===== src/rtl/uart_cmd_rx.sv =====
// uart_cmd_rx: 8N1 UART command receiver with start-glitch rejection, 3-sample
// majority vote, stop-bit check and a hold timeout that clears stale commands.
module uart_cmd_rx #(
   parameter int CLKS_PER_BIT = 28,
   parameter int HOLD_TIMEOUT = 322560
) (
   input  logic       i_clk,
   input  logic       i_rst,
   input  logic       i_rxd,
   output logic [7:0] o_data,
   output logic       o_valid,
   output logic       o_frame_err,
   output logic       o_stale
);

   localparam int CW = $clog2(CLKS_PER_BIT);
   localparam int TW = $clog2(HOLD_TIMEOUT + 1);
   localparam logic [CW-1:0] CNT_S0   = CW'(CLKS_PER_BIT / 2 - 1);
   localparam logic [CW-1:0] CNT_S1   = CW'(CLKS_PER_BIT / 2);
   localparam logic [CW-1:0] CNT_DEC  = CW'(CLKS_PER_BIT / 2 + 1);
   localparam logic [CW-1:0] CNT_LAST = CW'(CLKS_PER_BIT - 1);
   localparam logic [TW-1:0] T_MAX    = TW'(HOLD_TIMEOUT);

   typedef enum logic [2:0] {
      S_IDLE,
      S_START,
      S_DATA,
      S_STOP,
      S_BREAK
   } state_t;

   state_t          r_state;
   state_t          w_nextState;
   logic            r_sync1;
   logic            r_sync2;
   logic [CW-1:0]   r_cnt;
   logic [2:0]      r_bitIdx;
   logic            r_smp0;
   logic            r_smp1;
   logic [7:0]      r_shift;
   logic [7:0]      r_data;
   logic            r_valid;
   logic            r_frameErr;
   logic            r_stale;
   logic [TW-1:0]   r_timer;

   logic            w_majority;
   logic            w_decide;
   logic            w_bitEnd;
   logic            w_timing;
   logic            w_shiftEn;
   logic            w_commit;
   logic            w_frameErr;

   // The third sample is the live synchroniser output at the decision point.
   assign w_majority = (r_smp0 & r_smp1) | (r_smp0 & r_sync2) | (r_smp1 & r_sync2);
   assign w_decide   = (r_cnt == CNT_DEC);
   assign w_bitEnd   = (r_cnt == CNT_LAST);

   always_ff @(posedge i_clk) begin
      if (i_rst) begin
         r_sync1 <= 1'b1;
         r_sync2 <= 1'b1;
      end else begin
         r_sync1 <= i_rxd;
         r_sync2 <= r_sync1;
      end
   end

   always_ff @(posedge i_clk) begin
      if (i_rst) begin
         r_state <= S_IDLE;
      end else begin
         r_state <= w_nextState;
      end
   end

   always_comb begin
      w_nextState = r_state;
      case (r_state)
         S_IDLE:  if (!r_sync2) w_nextState = S_START;
         S_START: begin
            if (w_decide && w_majority) begin
               w_nextState = S_IDLE;
            end else if (w_bitEnd) begin
               w_nextState = S_DATA;
            end
         end
         S_DATA:  if (w_bitEnd && r_bitIdx == 3'd7) w_nextState = S_STOP;
         S_STOP:  if (w_decide) w_nextState = w_majority ? S_IDLE : S_BREAK;
         S_BREAK: if (r_sync2) w_nextState = S_IDLE;
         default: w_nextState = S_IDLE;
      endcase
   end

   always_comb begin
      w_timing   = 1'b0;
      w_shiftEn  = 1'b0;
      w_commit   = 1'b0;
      w_frameErr = 1'b0;
      case (r_state)
         S_START: w_timing = 1'b1;
         S_DATA: begin
            w_timing  = 1'b1;
            w_shiftEn = w_decide;
         end
         S_STOP: begin
            w_timing   = 1'b1;
            w_commit   = w_decide & w_majority;
            w_frameErr = w_decide & ~w_majority;
         end
         default: ;
      endcase
   end

   // Bit timer restarts whenever the receiver drops out of a frame.
   always_ff @(posedge i_clk) begin
      if (i_rst) begin
         r_cnt    <= '0;
         r_bitIdx <= 3'd0;
         r_smp0   <= 1'b0;
         r_smp1   <= 1'b0;
         r_shift  <= 8'h00;
      end else begin
         if (!w_timing || w_nextState == S_IDLE || w_nextState == S_BREAK || w_bitEnd) begin
            r_cnt <= '0;
         end else begin
            r_cnt <= r_cnt + 1'b1;
         end
         if (r_state != S_DATA) begin
            r_bitIdx <= 3'd0;
         end else if (w_bitEnd) begin
            r_bitIdx <= r_bitIdx + 3'd1;
         end
         if (r_cnt == CNT_S0) r_smp0 <= r_sync2;
         if (r_cnt == CNT_S1) r_smp1 <= r_sync2;
         if (w_shiftEn) r_shift <= {w_majority, r_shift[7:1]};
      end
   end

   // A commit resets the hold timer and takes priority over its expiry.
   always_ff @(posedge i_clk) begin
      if (i_rst) begin
         r_data     <= 8'h00;
         r_valid    <= 1'b0;
         r_frameErr <= 1'b0;
         r_stale    <= 1'b1;
         r_timer    <= '0;
      end else begin
         r_valid    <= w_commit;
         r_frameErr <= w_frameErr;
         if (w_commit) begin
            r_data  <= r_shift;
            r_stale <= 1'b0;
            r_timer <= '0;
         end else if (r_timer != T_MAX) begin
            r_timer <= r_timer + 1'b1;
            if (r_timer == T_MAX - 1'b1) begin
               r_data  <= 8'h00;
               r_stale <= 1'b1;
            end
         end
      end
   end

   assign o_data      = r_data;
   assign o_valid     = r_valid;
   assign o_frame_err = r_frameErr;
   assign o_stale     = r_stale;

endmodule


===== config.mk =====
export PLATFORM = sky130hd
export DESIGN_NAME = uart_cmd_rx
export DESIGN_NICKNAME = d
export VERILOG_FILES = /design/src/rtl/uart_cmd_rx.sv
export SDC_FILE = /design/constraint.sdc
export NUM_CORES = 1
export LEC_CHECK = 0
export CORE_AREA = 5 5 66 83
export CTS_CLUSTER_SIZE = 14
export DETAILED_ROUTE_END_ITERATION = 6
export DIE_AREA = 0 0 71 88
export PLACE_DENSITY_LB_ADDON = 0.05
export SKIP_CTS_REPAIR_TIMING = 1
export SYNTH_ARGS = -nofsm -noshare
export SYNTH_HDL_FRONTEND = slang
export SYNTH_SLANG_ARGS = --single-unit

===== constraint.sdc =====
create_clock -name i_clk -period 2.3 [get_ports i_clk]
set_input_delay 0.345 -clock i_clk [delete_from_list [all_inputs] [get_ports i_clk]]
set_output_delay 0.345 -clock i_clk [all_outputs]
set_load 0.02 [all_outputs]

==> metrics.yaml, run 1 <==
status:
  status: "finished, final reports clean"
yosys:
  yosysSeqAreaShare_pct: 45.7
  syn_inst: 244
  synth_area_um2: 2320
  synth_cell_types: 49
  netlist.area_leader.share_pct: 45.7
  synthAdderAreaFrac_pct: 4.79
  synth_top_family_by_area: "simple AND/OR/NAND/NOR gates"
  ys.warnings.count: 0
  synth-compound-area-share_pct: 11.6
  synthArstFlopShare_pct: 0
  postSynthNetCount: 255
  synth_edf_count: 0
  synthTopCellsByArea: "dfxtp_1, nor2_1, ha_1, mux2i_1, a21oi_1"
  synthFlopType: "dfxtp_1"
  synth_xor_area_share_pct: 4.90
  synthMuxAreaShare_pct: 4.36
  ys_ff_latch: 53
  synth-simple-area-share_pct: 25.6
  syn_area_per_cell_um2: 9.52
  synth_top_area_cell: "dfxtp_1"
critical_path:
  critPathBufInv: 0
  crit_slowest_cell: "a41oi_2"
  reg2reg_depth: 7
  endpoint_kind: "flip-flop"
  worstSetupPathType: "reg -> reg"
  crit_family: "compound AO/OA/AOI/OAI gates"
  crit_chain: "ha_1 -> and3_1 -> ha_1 -> and4b_1 -> a21o_1 -> a41oi_2 -> a22o_1"
  timing.rr.end: "o_data[6]"
  cp.required_ps: 2540
  ff2ff_setup_slack_ps: 170
  path_common_cell: "ha_1"
  cp.arrival_ps: 2380
  rr_startpoint: "r_cnt[0]"
  max_stage_delay_ps: 410
  cp_max_fo: 8
  start_kind: "flip-flop"
grt:
  grt_max_degree: 21
  first_global_vias: 1617
  antenna_found_initial: 0
  grtUsageTotal_pct: 14.6
  grt_pass1_wl_um: 7380
  gr-total-overflow: 0
floorplan:
  die_area_um2: 6250
  rows: 28
  core-area_um2: 4620
  die_w_um: 71
  start_util_pct: 50.2
  chipHeight_um: 88
  ios: 14
power_and_ir_drop:
  switching_share_pct: 19.8
  cellInternalPower_mw: 1.30
  clockPowerShare_pct: 39.3
  cellPowerDensity_nw_per_um2: 610
  power_frac_comb_pct: 3.2
  leakage_nw: 0.937
  seqPwrFrac_pct: 57.4
  p_sw_uw: 322
  vdd_drop_max_mv: 0.465
final_layout:
  design_area_um2: 2670
  fin_cells: 323
  n_fill_cell: 447
  area_growth_pct: 14.7
  drive_gt1_share_pct: 11.8
  layout_common_cells: "dfxtp_1, nor2_1, nand2_1"
  n_antenna_cell: 0
  multi_input_comb_area_um2: 1200
  seq_area_um2: 1060
  final_common_cell: "dfxtp_1"
  final_nets: 273
worst_hold_path:
  holdPathStages: 1
  hold_end: "r_sync2"
  hold_start: "r_sync1"
  hold_class: "reg -> reg"
routing:
  drc: 0
  wl_per_cell_um: 13.0
  wl_um: 4210
  via_count: 1725
  drt_iter0_drc: 36
  firstDrtPassIters: 4
  ant_nets: 0
  avgViaCountPerCell: 5.34
timing:
  slew_headroom_pct: 70.5
  setup_tns_ps: 0
  fin_skew_ps: 7.78
  rsz0062_at_grt: "false"
  final_max_slew_viol_count: 0
  fmax_mhz: 469
  worst_pin_slew_ps: 442
  period_minus_slack_ps: 2130
  hold_violations: 0
  setup_viol: 0
  period_share_pct: 92.8
clock_tree:
  clk_latency_ps: 300
  clock_tree.root_cell: "clkbuf_8"
  path_clk_slew_ps: 90
  htreeDepth: 2
  cts.path.max_buffers: 2
  cts_tree: "done"
  cts_buffers: 5
  cts_sinks: 53
place:
  place_inst: 315
  place_area_um2: 2550
  gp_congestion: 0.776
  detailed_place_hpwl_um: 3100
  io_buffers: 13
run:
  cap_viol_max_count: 0
## through the flow
stage               power [mW]  setup slack, ps  hold WS, ps  util, %
floorplan                0.992              150          389        -
global placement          1.01              215          393     55.1
detailed placement        1.01              180          395     55.1
CTS                       1.65              161          416     57.6
global route              1.70             37.6          437     57.6
finish                    1.62              167          415     57.6
## state kept, by name, summed over array words and instances, names as in the netlist
name / count
r_cnt: 5
o_data: 8
r_shift: 8
r_smp1: 1
r_state: 3
o_stale: 1
r_timer: 19
r_sync2: 1
r_bitIdx: 3
r_sync1: 1
o_frame_err: 1
o_valid: 1
r_smp0: 1
## power by group through the flow
stage	Combinational (mW)	Sequential [mW]	Clock (mW)
2_1_floorplan	0.0407	0.951	0
3_3_place_gp	0.0532	0.955	0
3_5_place_dp	0.0538	0.955	0
4_1_cts	0.0540	0.933	0.666
5_1_grt	0.0598	0.935	0.705
6_report	0.0526	0.933	0.639
## synthesized netlist by cell type, types with 5 or more instances
master,count
dfxtp_1,53
nor2_1,29
nand2_1,17
a21oi_1,14
nand3_1,12
inv_1,9
mux2i_1,9
a22o_1,8
ha_1,8
xor2_1,8
nand4_1,7
or3_1,5
xnor2_1,5
## cell families (layout without fill, tap and decap cells)
family                   Yosys count  in the layout
XOR/XNOR                          13             13
multiplexers                      10             10
adder cells (fa/ha/maj)            9              9
AO/OA/AOI/OAI                     38             38
flip-flops                        53             53
AND/OR/NAND/NOR                  103            103
buffers and inverters             18             37
## worst max path at each step
stage                     cells past startpoint     start          end
final                                         7  r_cnt[0]    o_data[6]
after CTS                                     7  r_cnt[0]    o_data[4]
after global routing                          7  r_cnt[0]    o_data[7]
after global placement                        7  r_cnt[0]    o_data[5]
after floorplan                               8  r_cnt[0]  r_timer[18]
after detailed placement                      7  r_cnt[0]    o_data[3]
## layout make-up
cell class | instances | share of cell area [%]
repair buffers | 20 | 6.85
inverters | 9 | 1.27
flip-flops and latches | 53 | 39.8
clock buffers | 7 | 3.24
clock inverters | 1 | 1.13
multi-input cells | 173 | 44.9
well taps | 60 | 2.82
## routing by layer
layer	up-vias	track usage [%]	routed length, um
met4	0	5.13	48
met1	809	17.3	1920
met3	4	3.21	87
met2	12	26.1	2160
li1	900	-	-
met5	-	0	0
(Power assumes the default switching activity.)
==> run 2, diff against run 1 <==
Settings changed: GPL_TIMING_DRIVEN set to 0.
==> run 2 against run 1 <==
Compared with the run above: core utilization is 0.41 points lower; final cell count is 0.31% higher; power is 5.7% lower; register-to-register slack hardly changed; critical path type unchanged; largest cell class unchanged.
==> metrics.yaml, run 2 (synthesis results as in run 1) <==
status:
  status: "finished, final reports clean"
place:
  gp_congestion: 0.806  # +4.0%
  io_buffers: 13  # unchanged
  detailed_place_hpwl_um: 2950  # -4.8%
worst_hold_path:
  hold_class: "reg -> reg"
final_layout:
  n_antenna_cell: 0  # unchanged
  top_register: "r_timer"
  area_growth_pct: 13.9
  final_nets: 274  # +0.37%
  fin_util_pct: 57.2  # -0.41 points
  layout_common_cells: "dfxtp_1, nor2_1, nand2_1"
  largest_register_ffs: 19  # unchanged
  final_common_cell: "dfxtp_1"
  drive_gt1_share_pct: 11.4  # -0.42 points
grt:
  grt_pass1_wl_um: 7360  # -0.38%
  gr-total-overflow: 0  # unchanged
  grtUsageTotal_pct: 14.6  # -0.017 points
  grt_max_degree: 19  # -9.5%
  first_global_vias: 1629  # +0.74%
  antenna_found_initial: 0  # unchanged
floorplan:
  start_util_pct: 50.2  # unchanged
  chipHeight_um: 88  # unchanged
  die_w_um: 71  # unchanged
  ios: 14  # unchanged
  rows: 28  # unchanged
  core-area_um2: 4620  # unchanged
  die_area_um2: 6250  # unchanged
timing:
  rsz0062_at_grt: "false"
  slew_headroom_pct: 58.6  # -12 points
  period_share_pct: 93.4  # +0.60 points
  hold_violations: 0  # unchanged
  worst_pin_slew_ps: 616  # +174 ps
  fmax_mhz: 466  # -0.64%
  final_max_slew_viol_count: 0  # unchanged
  fin_skew_ps: 12.4  # +4.59 ps
  holdWs_ps: 423  # +7.68 ps
  setup_viol: 0  # unchanged
  period_minus_slack_ps: 2150  # +13.8 ps
critical_path:
  cp.required_ps: 2560  # +20 ps
  cp.arrival_ps: 2410  # +30 ps
  start_kind: "flip-flop"
  endpoint_kind: "flip-flop"
  worstSetupPathType: "reg -> reg"
  cp_max_fo: 9  # +1
routing:
  drc: 0  # unchanged
  drt_iter0_drc: 85  # +140%
  avgViaCountPerCell: 5.25  # -1.8%
  via_count: 1700  # -1.4%
  firstDrtPassIters: 4  # unchanged
  wl_per_cell_um: 12.8  # -2.0%
  ant_nets: 0  # unchanged
  wl_um: 4140  # -1.7%
power_and_ir_drop:
  vdd_drop_max_mv: 0.342  # -27%
  leakage_nw: 0.921  # -1.7%
  cellPowerDensity_nw_per_um2: 579  # -5.1%
  power_mw: 1.53  # -5.7%
clock_tree:
  clk_latency_ps: 310  # about the same
  clock_tree.root_cell: "clkbuf_8"
  cts_buffers: 5  # unchanged
  cts.path.max_buffers: 2  # unchanged
  cts_tree: "done"
  htreeDepth: 2  # unchanged
  path_clk_slew_ps: 100  # about the same
  cts_sinks: 53  # unchanged
run:
  cap_viol_max_count: 0  # unchanged
run 2: worst max-delay path, cell delays in order (launching register included):
cell	delay, ps
dfxtp_1	360
ha_1	240
and3_1	190
ha_2	210
and4b_1	240
a21o_4	270
or4_1	510
nand2_1	80
run 2: stage by stage:
step                      setup TNS (ps)  cells  instance area [um2]  setup slack (ps)
after floorplan                        0    244                 2320               150
after global placement             -1000    317                 2530              -123
after detailed placement            -902    317                 2530              -110
after CTS                          -1280    325                 2620              -141
after global routing                   0    324                 2650              41.5
final                                  0    324                 2650               153
run 2: power breakdown:
group	switching (mW)	internal (mW)	leakage (nW)
sequential	0.00660	0.925	0.428
combinational	0.0310	0.0243	0.448
clock	0.324	0.220	0.0447
total	0.362	1.17	0.921
run 2: area by class of cell:
type                            instances  area (um2)
Sequential cell                        53        1060
Tap cell                               60        75.1
Clock inverter                          3        25.0
Inverter                                9        33.8
Buffer                                  8        35.0
Timing Repair Buffer                   13         130
Fill cell                             437        1980
Multi-Input combinational cell        173        1220
Clock buffer                            5        68.8
run 2: worst paths after layout:
kind | startpoint | end | slack, ps | depth (start not counted)
min | r_sync1 | r_sync2 | 420 | 1
max | r_cnt[0] | r_timer[18] | 150 | 7
max reg2reg | r_cnt[0] | r_timer[18] | 150 | 7
min reg2reg | r_sync1 | r_sync2 | 420 | 1
run 2: per-layer routing:
metal | track usage [%] | wire, um | vias to the layer above
met2 | 25.6 | 2080 | 11
met4 | 6.15 | 77 | 0
met5 | 0 | 0 | -
met3 | 2.76 | 72 | 7
li1 | - | - | 908
met1 | 17.6 | 1910 | 774
==> RTL change: new RTL, flow settings as in run 1 <==
Make the reset (`i_rst`) asynchronous in 4 clocked blocks.
--- a/src/rtl/uart_cmd_rx.sv
+++ b/src/rtl/uart_cmd_rx.sv
@@ -59,3 +59,3 @@
 
-   always_ff @(posedge i_clk) begin
+   always_ff @(posedge i_clk or posedge i_rst) begin
       if (i_rst) begin
@@ -69,3 +69,3 @@
 
-   always_ff @(posedge i_clk) begin
+   always_ff @(posedge i_clk or posedge i_rst) begin
       if (i_rst) begin
@@ -116,3 +116,3 @@
    // Bit timer restarts whenever the receiver drops out of a frame.
-   always_ff @(posedge i_clk) begin
+   always_ff @(posedge i_clk or posedge i_rst) begin
       if (i_rst) begin
@@ -141,3 +141,3 @@
    // A commit resets the hold timer and takes priority over its expiry.
-   always_ff @(posedge i_clk) begin
+   always_ff @(posedge i_clk or posedge i_rst) begin
       if (i_rst) begin
Behaviour: same outputs for any inputs over 10 cycles, from zero or initial values and one cycle with i_rst high; that may be too few to reach the edited logic, so the function may still have changed.
==> RTL change against run 1 <==
Worst setup slack better by 0.098 ns; critical path depth shrank 1; sequential cell count is the same; global-route usage increased by 2.0 points; wire length increased by 8.6%; cell count fell by 0.93%; area after synthesis rose by 11%; cell area is 6.5% higher.
Power is not compared: it rests on default switching activity, and its combinational part moved more than twofold at a synthesized area within 25%.
==> RTL change: results (changes against run 1) <==
* Status: completed (unchanged)
- The total track usage was 0.1667 (was 0.1464).
* Sequential portion of the cell area: 0.4687 (was 0.3981)
- The reg-to-reg critical path endpoint was r_timer[1]$_DFFE_PP0P_ (was o_data[6]$_SDFFE_PP0P_).
- The net count of the mapped netlist was 258 (was 255).
- The start of the worst register-to-register path is r_timer[0]$_DFFE_PP0P_ (was r_cnt[0]$_SDFF_PP0_).
- The weighted congestion reported at the end of routability-driven placement is 0.8001 (was 0.7755).
- Worst min-delay path class: in2async (was reg2reg)
* Async set or reset register ratio after synthesis: 1.000 (was 0)
- Sequential cell count: 53 (unchanged)
- Pre-CTS setup slack: 0.1832 ns (was 0.1800 ns)
- The cell count after placement is 312 (was 315).
* Inverter count of the layout excluding clock inverters: 10 (was 9)
* Clock-cell share: 0.02954 (was 0.04366)
- Fraction of final layout cells with drive strength greater than 1: 0.1346 (was 0.1179)
- The share of the synthesized netlist area taken by xor and xnor gates is 0.05112 (was 0.04900).
* Flip-flop cell with the highest count after synthesis: dfrtp_1 (was dfxtp_1)
* # nets final: 270 (was 273)
- The highest cell delay on the worst timing path is 0.49 ns (was 0.41 ns).
- Pin count of the biggest net entering global routing: 34 (was 21)
- Layout Skew: 0.005900 ns (was 0.007776 ns)
- The count of plain and timing-repair buffers in the layout came to 15 (was 20).
- The global-route track usage on met2 was 0.2844 (was 0.2608).
- The slowest cell on the critical path was or4_4 (was a41oi_2).
- The final cell count without fillers came to 320 (was 323).
* Arithmetic-cell share of the synthesized area counting full adders, half adders and majority gates: 0.04284 (was 0.04793)
- The post-route met1 wirelength is 2184 um (was 1915 um).
- Via count of the routed design: 1796 (was 1725)
- The synthesized area per cell came to 10.40 um^2 (was 9.522 um^2).
- Proportion of cell area occupied by multi-input gates: 0.4065 (was 0.4488)
- Violation count after the first detailed-route iteration: 62 (was 36)
- Proportion of final cell area spent on non-clock buffers: 0.05556 (was 0.06854)
* Slack of the worst reg-to-reg path: 0.26 ns (was 0.17 ns)
- Multiplexer share of the synthesized area: 0.05599 (was 0.04362)
- Number of distinct standard cells referenced by the synthesized netlist: 47 (was 49)
- Cell class contributing the biggest share of worst-path delay: simple AND/OR/NAND/NOR gates (was compound AO/OA/AOI/OAI gates)
- Met2 layer wire length in the routed design: 2199 um (was 2156 um)
- The met3 global-route usage is 0.03789 (was 0.03215).
- Dominant cells by area after synthesis: dfrtp_1 (49%), mux2_2 (4.8%), nand2_1 (4.1%), ha_1 (3.9%), xnor2_1 (3.4%) (was dfxtp_1 (46%), nor2_1 (4.7%), ha_1 (4.3%), mux2i_1 (3.9%), a21oi_1 (3.0%))
* Fraction of the mapped netlist area in compound gates: 0.07400 (was 0.1158)
- Met1 Usage GRT: 0.2123 (was 0.1732)
- Crit path max fanout: 6 (was 8)
-- RTL change: cell count changes after synthesis, sizes merged, moves of 7 or more --
cell   delta
a22o      -8
dfrtp    +50
dfxtp    -53
mux2     +10
mux2i     -7
nand2    +11
nor2     -13
o21ai    +10
-- RTL change: stage by stage --
stage            util  hold slack, ns  instance area (um^2)  power [W]
3_3_place_gp   0.5942          0.3604                  2748   0.001367
2_1_floorplan       -          0.3452                  2570   0.001305
5_1_grt        0.6136          0.3798                  2838   0.001998
4_1_cts        0.6123          0.3726                  2831   0.001884
3_5_place_dp   0.5942          0.3583                  2748   0.001379
6_report       0.6136          0.3702                  2838   0.001868
-- RTL change: report_power, final --
part | internal [W] | leakage, nW | total [W] | switching (W)
clock network | 0.000216 | 0.0385 | 0.000501 | 0.000285
registers | 0.00100 | 0.701 | 0.00108 | 0.0000724
logic | 0.000135 | 0.484 | 0.000290 | 0.000155
total | 0.00136 | 1.22 | 0.00187 | 0.000513
